--- config.mk ---
export PLATFORM = sky130hd
export DESIGN_NAME = shift_deserializer_flat
export DESIGN_NICKNAME = d
export VERILOG_FILES = /design/src/rtl/shift_deserializer_if.sv /design/src/rtl/shift_deserializer.sv /design/src/flat_wrapper.sv
export SDC_FILE = /design/constraint.sdc
export NUM_CORES = 1
export LEC_CHECK = 0
export CAP_MARGIN = 25
export CORE_AREA = 3 3 40 42
export CTS_CLUSTER_DIAMETER = 150
export DETAILED_ROUTE_END_ITERATION = 10
export DIE_AREA = 0 0 43 45
export PLACE_DENSITY = 0.72
export SETUP_SLACK_MARGIN = 0.2
export SYNTH_ARGS = -nofsm -noshare
export SYNTH_HDL_FRONTEND = slang
export SYNTH_SLANG_ARGS = --single-unit
export TNS_END_PERCENT = 5
--- constraint.sdc ---
create_clock -name clk -period 2.2 [get_ports clk]
set_clock_uncertainty 0.2 [all_clocks]
set_input_delay 0.44 -clock clk [delete_from_list [all_inputs] [get_ports clk]]
set_output_delay 0.44 -clock clk [all_outputs]
set_load 0.02 [all_outputs]
--- src/rtl/shift_deserializer_if.sv ---
`default_nettype none
// ---------------------------------------------------------------------------
// shift_deserializer_if : serial strobe/data in, parallel word out with
//                         valid/ready handshake and status flags
// Revision 1.0
// ---------------------------------------------------------------------------
interface shift_deserializer_if #(
  parameter int N = 4
);
  localparam int CW = $clog2(N + 1);

  logic          en;
  logic          si;
  logic          clr;
  logic          ready;
  logic [N-1:0]  dout;
  logic          valid;
  logic          overrun;
  logic [CW-1:0] count;
  logic          perr;

  modport master (
    output en, si, clr, ready,
    input  dout, valid, overrun, count, perr
  );

  modport slave (
    input  en, si, clr, ready,
    output dout, valid, overrun, count, perr
  );
endinterface
`default_nettype wire

--- src/rtl/shift_deserializer.sv ---
`default_nettype none
// ---------------------------------------------------------------------------
// shift_deserializer : LSB-first serial-in, parallel-out receiver with
//                      held output word, valid/ready and sticky overrun.
//                      Optional parity bit: SHIFT_DESERIALIZER_PARITY_EN
// Revision 1.0
// ---------------------------------------------------------------------------
module shift_deserializer #(
  parameter int N = 4
) (
  input  wire logic          clk,
  input  wire logic          rst,
  shift_deserializer_if.slave bus
);
  localparam int CW = $clog2(N + 1);

`ifdef SHIFT_DESERIALIZER_PARITY_EN
  localparam logic [CW-1:0] C_LAST = CW'(N);
`else
  localparam logic [CW-1:0] C_LAST = CW'(N - 1);
`endif

  logic [N-1:0]  r_shreg;
  logic [CW-1:0] r_count;
  logic [N-1:0]  r_dout;
  logic          r_valid;
  logic          r_overrun;
  logic          r_perr;

  logic          w_last;
  logic          w_complete;
  logic          w_accept;
  logic [N-1:0]  w_word;
  logic          w_perr;

  always_comb begin
    w_last     = (r_count == C_LAST);
    w_complete = bus.en && !bus.clr && w_last;
    // a completed word may load when the slot is empty or drains this edge
    w_accept   = !r_valid || bus.ready;
`ifdef SHIFT_DESERIALIZER_PARITY_EN
    // the final strobe carries the parity bit, data is already in shreg
    w_word     = r_shreg;
    w_perr     = (^r_shreg) ^ bus.si;
`else
    w_word     = {bus.si, r_shreg[N-1:1]};
    w_perr     = 1'b0;
`endif
  end

  always_ff @(posedge clk or negedge rst) begin
    if (!rst) begin
      r_shreg   <= '0;
      r_count   <= '0;
      r_dout    <= '0;
      r_valid   <= 1'b0;
      r_overrun <= 1'b0;
      r_perr    <= 1'b0;
    end else begin
      if (r_valid && bus.ready) begin
        r_valid <= 1'b0;
      end

      if (bus.clr) begin
        r_shreg   <= '0;
        r_count   <= '0;
        r_overrun <= 1'b0;
      end else if (bus.en) begin
        if (w_last) begin
          r_count <= '0;
`ifndef SHIFT_DESERIALIZER_PARITY_EN
          r_shreg <= {bus.si, r_shreg[N-1:1]};
`endif
          if (w_accept) begin
            r_dout  <= w_word;
            r_perr  <= w_perr;
            r_valid <= 1'b1;
          end else begin
            r_overrun <= 1'b1;
          end
        end else begin
          r_shreg <= {bus.si, r_shreg[N-1:1]};
          r_count <= r_count + 1'b1;
        end
      end
    end
  end

  assign bus.dout    = r_dout;
  assign bus.valid   = r_valid;
  assign bus.overrun = r_overrun;
  assign bus.count   = r_count;
  assign bus.perr    = r_perr;

endmodule
`default_nettype wire
--- src/flat_wrapper.sv ---
// flat-port wrapper written by rule: the top's interface ports become plain ports
module shift_deserializer_flat 
#(
  parameter int N = 4
)
  (clk, rst, bus_en, bus_si, bus_clr, bus_ready, bus_dout, bus_valid, bus_overrun, bus_count, bus_perr);
  shift_deserializer_if #(.N(N)) bus_i ();
  input  wire logic clk;
  input  wire logic rst;
  input wire logic [$bits(bus_i.en)-1:0] bus_en;
  input wire logic [$bits(bus_i.si)-1:0] bus_si;
  input wire logic [$bits(bus_i.clr)-1:0] bus_clr;
  input wire logic [$bits(bus_i.ready)-1:0] bus_ready;
  output wire logic [$bits(bus_i.dout)-1:0] bus_dout;
  output wire logic [$bits(bus_i.valid)-1:0] bus_valid;
  output wire logic [$bits(bus_i.overrun)-1:0] bus_overrun;
  output wire logic [$bits(bus_i.count)-1:0] bus_count;
  output wire logic [$bits(bus_i.perr)-1:0] bus_perr;
  assign bus_i.en = bus_en;
  assign bus_i.si = bus_si;
  assign bus_i.clr = bus_clr;
  assign bus_i.ready = bus_ready;
  assign bus_dout = bus_i.dout;
  assign bus_valid = bus_i.valid;
  assign bus_overrun = bus_i.overrun;
  assign bus_count = bus_i.count;
  assign bus_perr = bus_i.perr;
  shift_deserializer #(.N(N)) u_core (.clk(clk), .rst(rst), .bus(bus_i));
endmodule
---- Yosys cells after proc, flatten, opt, wreduce, memory -nomap -nowiden ----
Index checks and enable logic that the tools add are counted.
Widths: inputs -> output; s select.
word-level totals
  register bits ........................... 13
  bits in latches ......................... 0
  RAM bits ................................ 0
  ROM bits ................................ 0
  input bits .............................. 6
  word-level logic and storage cells ...... 30
  memories kept ........................... 0
cells by class
  $add $sub $neg .......................... 1
  $mul .................................... 0
  divide/modulo/power cells ............... 0
  order comparisons ....................... 0
  eq/ne operators ......................... 2
  shifts and indexed selects .............. 0
  mux-type cells .......................... 14
  bitwise operators ....................... 1
  reduce and logical (&&, ||, !) cells .... 7
operators with widths
  kind                 count
  $mux 1               9
  $mux 3               3
  $mux 4               2
  $reduce_and 4->1     1
  $reduce_bool 2->1    2
  $add 3x1->3 const B  1
  $eq 3x2->1 const B   1
  $reduce_and 3->1     1
  $ne 2x2->1 const B   1
  $logic_and 1x1->1    1
  $logic_not 1->1      1
  $logic_or 1x1->1     1
  $not 1->1            1

---- Depth between registers and ports, before layout ----
Gate-level depths: netlist of the first run.
  word-level depth ........................ 6
  gate-level depth with buffers ........... 5

---- Least setup slack after synthesis of the first run ----
OpenSTA, ideal clock, no wires.
  path type ............................... flip-flop to flip-flop
  start point ............................. register u_core.r_count[0] (netlist: u_core.bus.count[0])
  end point ............................... register u_core.r_dout[0] (netlist: u_core.bus.dout[0])
  library setup time ...................... 125 ps
  data arrival time ....................... 1586 ps
  data required time ...................... 1875 ps
  setup slack ............................. 289 ps
  stages on the path, launching flop included .. 6
  buffers on the path ..................... 1
  period minus slack after synthesis ...... 1911 ps
  path through ............................ dfrtp_1 > ha_1 > nand2_2 > or4_4 > buf_6 > mux2_4
between the ends
  longest elaborated chain between the ends .. 2
RTL lines
  element                     RTL line                  source
  from (decl)                 shift_deserializer.sv:24  logic [CW-1:0] r_count;
  from (signal assigned)      shift_deserializer.sv:83  r_count <= r_count + 1'b1;
  $eq 3x2->1                  shift_deserializer.sv:37  w_last = (r_count == C_LAST);
  $reduce_and 4->1 (no line)  -
  to (signal assigned)        shift_deserializer.sv:75  r_dout <= w_word;
  to (decl)                   shift_deserializer.sv:25  logic [N-1:0] r_dout;
Every way passes these cells.
A chain may end at the register's enable or synchronous reset.

---- Worst setup path in the final report of the first run ----
  start point ............................. register u_core.r_count[2] (netlist: u_core.bus.count[2])
  end point ............................... output port bus_count[2]
RTL lines
  element    RTL line            source
  to (decl)  flat_wrapper.sv:17  output wire logic [$bits(bus_i.count)-1:0] bus_count;
No word-level cell between the ends.

==> flow_summary.toml, run 1 <==
[status]
status = "finished clean"

[logic_synthesis]
ys_seq_elements = 12
synth.avg_cell_area_sq_um = 12.6
synth.net_count = 51
yosys.area.top_type = "dfrtp_1"
synth_cell_type_count = 20
syn_inst = 44
yosys_warnings = 0
ys_top_cells_by_area = "dfrtp_1, mux2_4, mux2i_1, buf_6, nand2b_1"
synth_area_sq_um = 556
synth-seq-area-share_pct = 54.1
post-synth-top-area-fraction_pct = 54.1

[sta]
fmax_ghz = 0.517
period_minus_slack_ps = 1930
fin_setup_tns_ps = 0
slew_headroom_pct = 65.0
worstMarginPinSlew_ps = 524
slew_viol_final = 0
rsz0062_at_grt = "false"
finalHoldViolations = 0
setup_viol_count_final = 0
fin_crit_sh_pct = 87.9

[cells_and_area]
seq_area_sq_um = 300
drive_above_1_share_pct = 20.3
area_delta_synth_final_pct = 28.6
multi_input_area_sq_um = 214
nFillCells = 115
antenna_cells = 0
fin_nets = 68
stdcell_area_sq_um = 714

[critical_path]
path_cells = "clkdlybuf4s50_1"
cp-end-kind = "primary output"
crit_fanout = 5
cp.required_ps = 1560
path_buf_inv = 1
start_kind = "flop"
slowest_stage = "clkdlybuf4s50_1"
crit_type = "reg2out"
crit_family = "buffers and inverters"
arrival_ps = 1290
slowest_delay_ps = 630

[floorplan]
initial_core_util_pct = 43.2
core-area_sq_um = 1280
dieArea_sq_um = 1940
die_y_microns = 45
pin_count = 16
dieWidth_microns = 43
fp-row-count = 13

[clocking]
htree_levels = 1
postCtsHoldBufs = 0
cts_tree = "done"
clkTransAtPathRegs_ps = 70
cts_resized = 0
cts_sinks = 12
cts_root_buf = "clkbuf_4"
cts_buffer_depth = 2
clkLatencyLatePin_ps = 270
cts_setup_buffers = 0
cts_buffers = 3

[routing]
post_drt_wl_per_cell_microns = 12.7
routed_wl_microns = 939
drt-pass1-iter-count = 3
ant_nets = 0
num_vias = 356
viasPerCell = 4.81
first_iter_violations = 2
route.detailed.drc = 0

[global_routing]
overflow = 0
antenna_found_initial = 0
grt_max_degree = 13
grt_pass1_vias = 354
grt_usage_pct = 11.5
grt_pass1_wl_mm = 1.59

[power_and_ir_drop]
p_sw_share_pct = 23.0
pwr-share-clk_pct = 29.6
cellLeakagePower_nw = 0.341
ir_drop_uv = 369
power_density_nw_per_um2 = 594
internal-power_mw = 0.327
p_seq_share_pct = 55.6
p_switching_mw = 0.0976
combPwrFrac_pct = 14.8

[placed_design]
portBuffers = 14
placedInstanceArea_sq_um = 692
dpl.hpwl_microns = 729
gp_congestion = 0.741

[run]
drv_cap = 0

[worst_hold_path]
min-delay-path-class = "reg2reg"
[cell families after synthesis]
family,Yosys count,share of synthesized area (%)
compound gates,3,3.38
mux,7,16.2
buf+inv,5,7.43
simple gates,15,16.0
fa+ha+maj,1,2.25
other cells,1,0.675
flops,12,54.1
[routing by layer]
metal	vias up	global-route usage (%)	wire, microns
li1	177	-	-
met1	167	15.8	459
met2	12	15.6	415
met3	0	6.37	64
met4	0	3.61	0
met5	-	0	0
[registers in the layout, summed over array words and instances, names as in the netlist]
signal              flops
u_core.bus.count        3
u_core.bus.dout         4
u_core.bus.overrun      1
u_core.bus.valid        1
u_core.r_shreg          3
[layout make-up]
type | instances | area share [%]
flip-flops and latches | 12 | 42.0
multi-input cells | 27 | 29.9
repair buffers | 16 | 21.7
clock buffers | 3 | 3.15
well taps | 15 | 2.63
inverters | 1 | 0.525
[power groups by stage]
stage | Clock (mW) | Combinational (mW) | Sequential (mW)
final | 0.125 | 0.0629 | 0.236
after global routing | 0.144 | 0.0678 | 0.237
after CTS | 0.131 | 0.0637 | 0.236
after detailed placement | 0 | 0.0637 | 0.240
after global placement | 0 | 0.0628 | 0.240
after floorplan | 0 | 0.0263 | 0.248
[cells in the final DEF (no fill, tap or decap), types with 2 or more instances in the layout]
cell type / n
clkbuf_4: 3
clkdlybuf4s50_1: 14
mux2_4: 4
dfrtp_1: 12
mux2i_1: 3
a21oi_1: 2
buf_4: 2
nand2b_1: 3
nor2_1: 4
[worst paths after layout]
path	from	endpoint	slack [ps]	cells after the start
worst max-delay path	u_core.bus.count[2]	bus_count[2]	270	1
worst min-delay path	u_core.r_shreg[1]	u_core.bus.dout[0]	300	1
worst max register to register	u_core.bus.count[0]	u_core.bus.dout[3]	400	4
worst min register to register	u_core.r_shreg[1]	u_core.bus.dout[0]	300	1
max in group asynchronous	rst	u_core.bus.count[2]	1130	1
min in group asynchronous	rst	u_core.bus.count[0]	320	1
[through the flow]
step / hold WS, ps / total power [mW] / setup WS, ps / utilization, % / cells
final: 297 / 0.424 / 267 / 55.6 / 74
after global routing: 323 / 0.449 / 218 / 55.6 / 74
after CTS: 298 / 0.430 / 263 / 55.6 / 74
after detailed placement: 293 / 0.304 / 60.6 / 53.8 / 71
after global placement: 291 / 0.303 / 80.0 / 53.8 / 71
after floorplan: -55.6 / 0.274 / 289 / - / 44
[cells in the mapped netlist, drive strengths merged]
cell type and n:
nor2b 1, a21oi 2, mux2i 3, buf 4, nor3b 1, inv 1, a41oi 1, conb 1
nor2 4, nor3 1, nand2 1, nand2b 3, or2 1, nand3b 1, or4 1, nand3 1
mux2 4, dfrtp 12, ha 1
(Power assumes the default switching activity.)
==> inputs of run 2 (changes only) <==
--- a/config.mk
+++ b/config.mk
@@ -10,6 +10,7 @@
 export CTS_CLUSTER_DIAMETER = 150
 export DETAILED_ROUTE_END_ITERATION = 10
 export DIE_AREA = 0 0 43 45
+export GPL_ROUTABILITY_DRIVEN = 0
 export PLACE_DENSITY = 0.72
 export SETUP_SLACK_MARGIN = 0.2
 export SYNTH_ARGS = -nofsm -noshare
==> constraint.sdc (replaced) <==
create_clock -name clk -period 2.2 [get_ports clk]
set_clock_uncertainty 0.2 [all_clocks]
set_input_delay 0.66 -clock clk [delete_from_list [all_inputs] [get_ports clk]]
set_output_delay 0.66 -clock clk [all_outputs]
set_load 0.02 [all_outputs]
==> run 2 against run 1 <==
Against the previous run:
- total power is 12% higher
- core utilization is 2.3 points higher
- final cell count increased by 4.1%
- worst hold slack improved by 17 ps
- largest power group unchanged
==> flow_summary.toml, run 2 (synthesized netlist as in run 1, its figures left out) <==
[critical_path]
cp-end-kind = "primary output"
start_kind = "flop"
slowest_stage = "clkdlybuf4s50_1"
arrival_ps = 1260
path_buf_inv = 1
crit_family = "buffers and inverters"
crit_type = "reg2out"
crit_fanout = 3
slowest_delay_ps = 610
path_cells = "clkdlybuf4s50_1"
cp.required_ps = 1340

[routing]
ant_nets = 0
viasPerCell = 4.79
first_iter_violations = 12
num_vias = 369
route.detailed.drc = 0
drt-pass1-iter-count = 4
post_drt_wl_per_cell_microns = 12.6
routed_wl_microns = 971

[clocking]
postCtsHoldBufs = 0
cts_sinks = 12
htree_levels = 1
cts_tree = "done"
clkLatencyLatePin_ps = 270
cts_buffer_depth = 2
cts_root_buf = "clkbuf_4"
clkTransAtPathRegs_ps = 80
cts_buffers = 3

[global_routing]
overflow = 0
grt_max_degree = 13
grt_pass1_wl_mm = 1.66
antenna_found_initial = 0
grt_pass1_vias = 369
grt_usage_pct = 11.8

[floorplan]
pin_count = 16
core-area_sq_um = 1280
initial_core_util_pct = 43.2
fp-row-count = 13
dieArea_sq_um = 1940
dieWidth_microns = 43
die_y_microns = 45

[sta]
fmax_ghz = 0.471
slew_headroom_pct = 64.9
worstMarginPinSlew_ps = 525
setup_viol_count_final = 0
finalHoldViolations = 0
rsz0062_at_grt = "true"
period_minus_slack_ps = 2120
slew_viol_final = 0
fin_crit_sh_pct = 96.5
postLayoutSetupSlackWorst_ps = 77.3

[status]
status = "finished clean"

[cells_and_area]
drive_above_1_share_pct = 24.2
mostFrequentLayoutCells = "clkdlybuf4s50_1, dfrtp_1, nor2_1, mux2_4, buf_4"
antenna_cells = 0
fin_nets = 70
stdcell_area_sq_um = 744
area_delta_synth_final_pct = 34.0
largest_reg_flops = 4

[power_and_ir_drop]
finalPower_mw = 0.475
cellLeakagePower_nw = 0.377
ir_drop_uv = 301
power_density_nw_per_um2 = 638

[run]
drv_cap = 0

[placed_design]
portBuffers = 14
placedInstanceArea_sq_um = 707
place_ws_ps = -145
dpl.hpwl_microns = 745

[worst_hold_path]
min-delay-path-class = "reg2reg"
-- run 2: cell types whose count changed in the layout (fill, tap and decap cells not counted) --
cell / delta
buf_4: +2
clkdlybuf4s50_1: -2
clkbuf_8: +1
dlygate4sd2_1: +1
dlymetal6s2s_1: +1
-- run 2: where the power goes --
group	internal (mW)	switching (mW)	leakage (nW)
registers	0.229	0.00641	0.165
clock network	0.101	0.0759	0.0210
logic	0.0341	0.0290	0.191
-- run 2: final timing paths --
check / startpoint / endpoint / slack, ps / cells after the start
min in group asynchronous: rst / u_core.bus.dout[1] / 530 / 1
max reg2reg: u_core.bus.count[0] / u_core.bus.dout[0] / 410 / 4
min reg2reg: u_core.r_shreg[1] / u_core.bus.dout[0] / 310 / 1
min: u_core.r_shreg[1] / u_core.bus.dout[0] / 310 / 1
max in group asynchronous: rst / u_core.bus.dout[0] / 920 / 1
max: u_core.bus.count[1] / bus_count[1] / 80 / 1
-- run 2: per-stage QoR --
step           instances  TNS, ps  hold slack, ps  utilization (%)
2_1_floorplan         44        0             164                -
3_3_place_gp          73     -532             291             55.0
3_5_place_dp          73     -566             291             55.0
4_1_cts               77        0             318             57.7
5_1_grt               77        0             344             57.9
6_report              77        0             314             57.9
-- run 2: metal layers --
| layer | global-route usage (%) | wire length (microns) | up-vias |
|---|---|---|---|
| met4 | 7.23 | 21 | 0 |
| met1 | 17.3 | 480 | 174 |
| li1 | - | - | 183 |
| met2 | 15.6 | 418 | 10 |
| met5 | 0 | 0 | - |
| met3 | 2.79 | 50 | 2 |
-- run 2: area by class of cell --
class                           count  area (sq um)
Fill cell                         110           541
Timing Repair Buffer               18           171
Inverter                            1          3.75
Clock buffer                        4          36.3
Multi-Input combinational cell     27           214
Sequential cell                    12           300
Tap cell                           15          18.8
-- run 2: what timing repair did --
action / in CTS / in global routing
resized for setup: 1 / 1
gates cloned: 0 / 0
setup endpoints to repair: 13 / 12
buffers inserted: 0 / 0
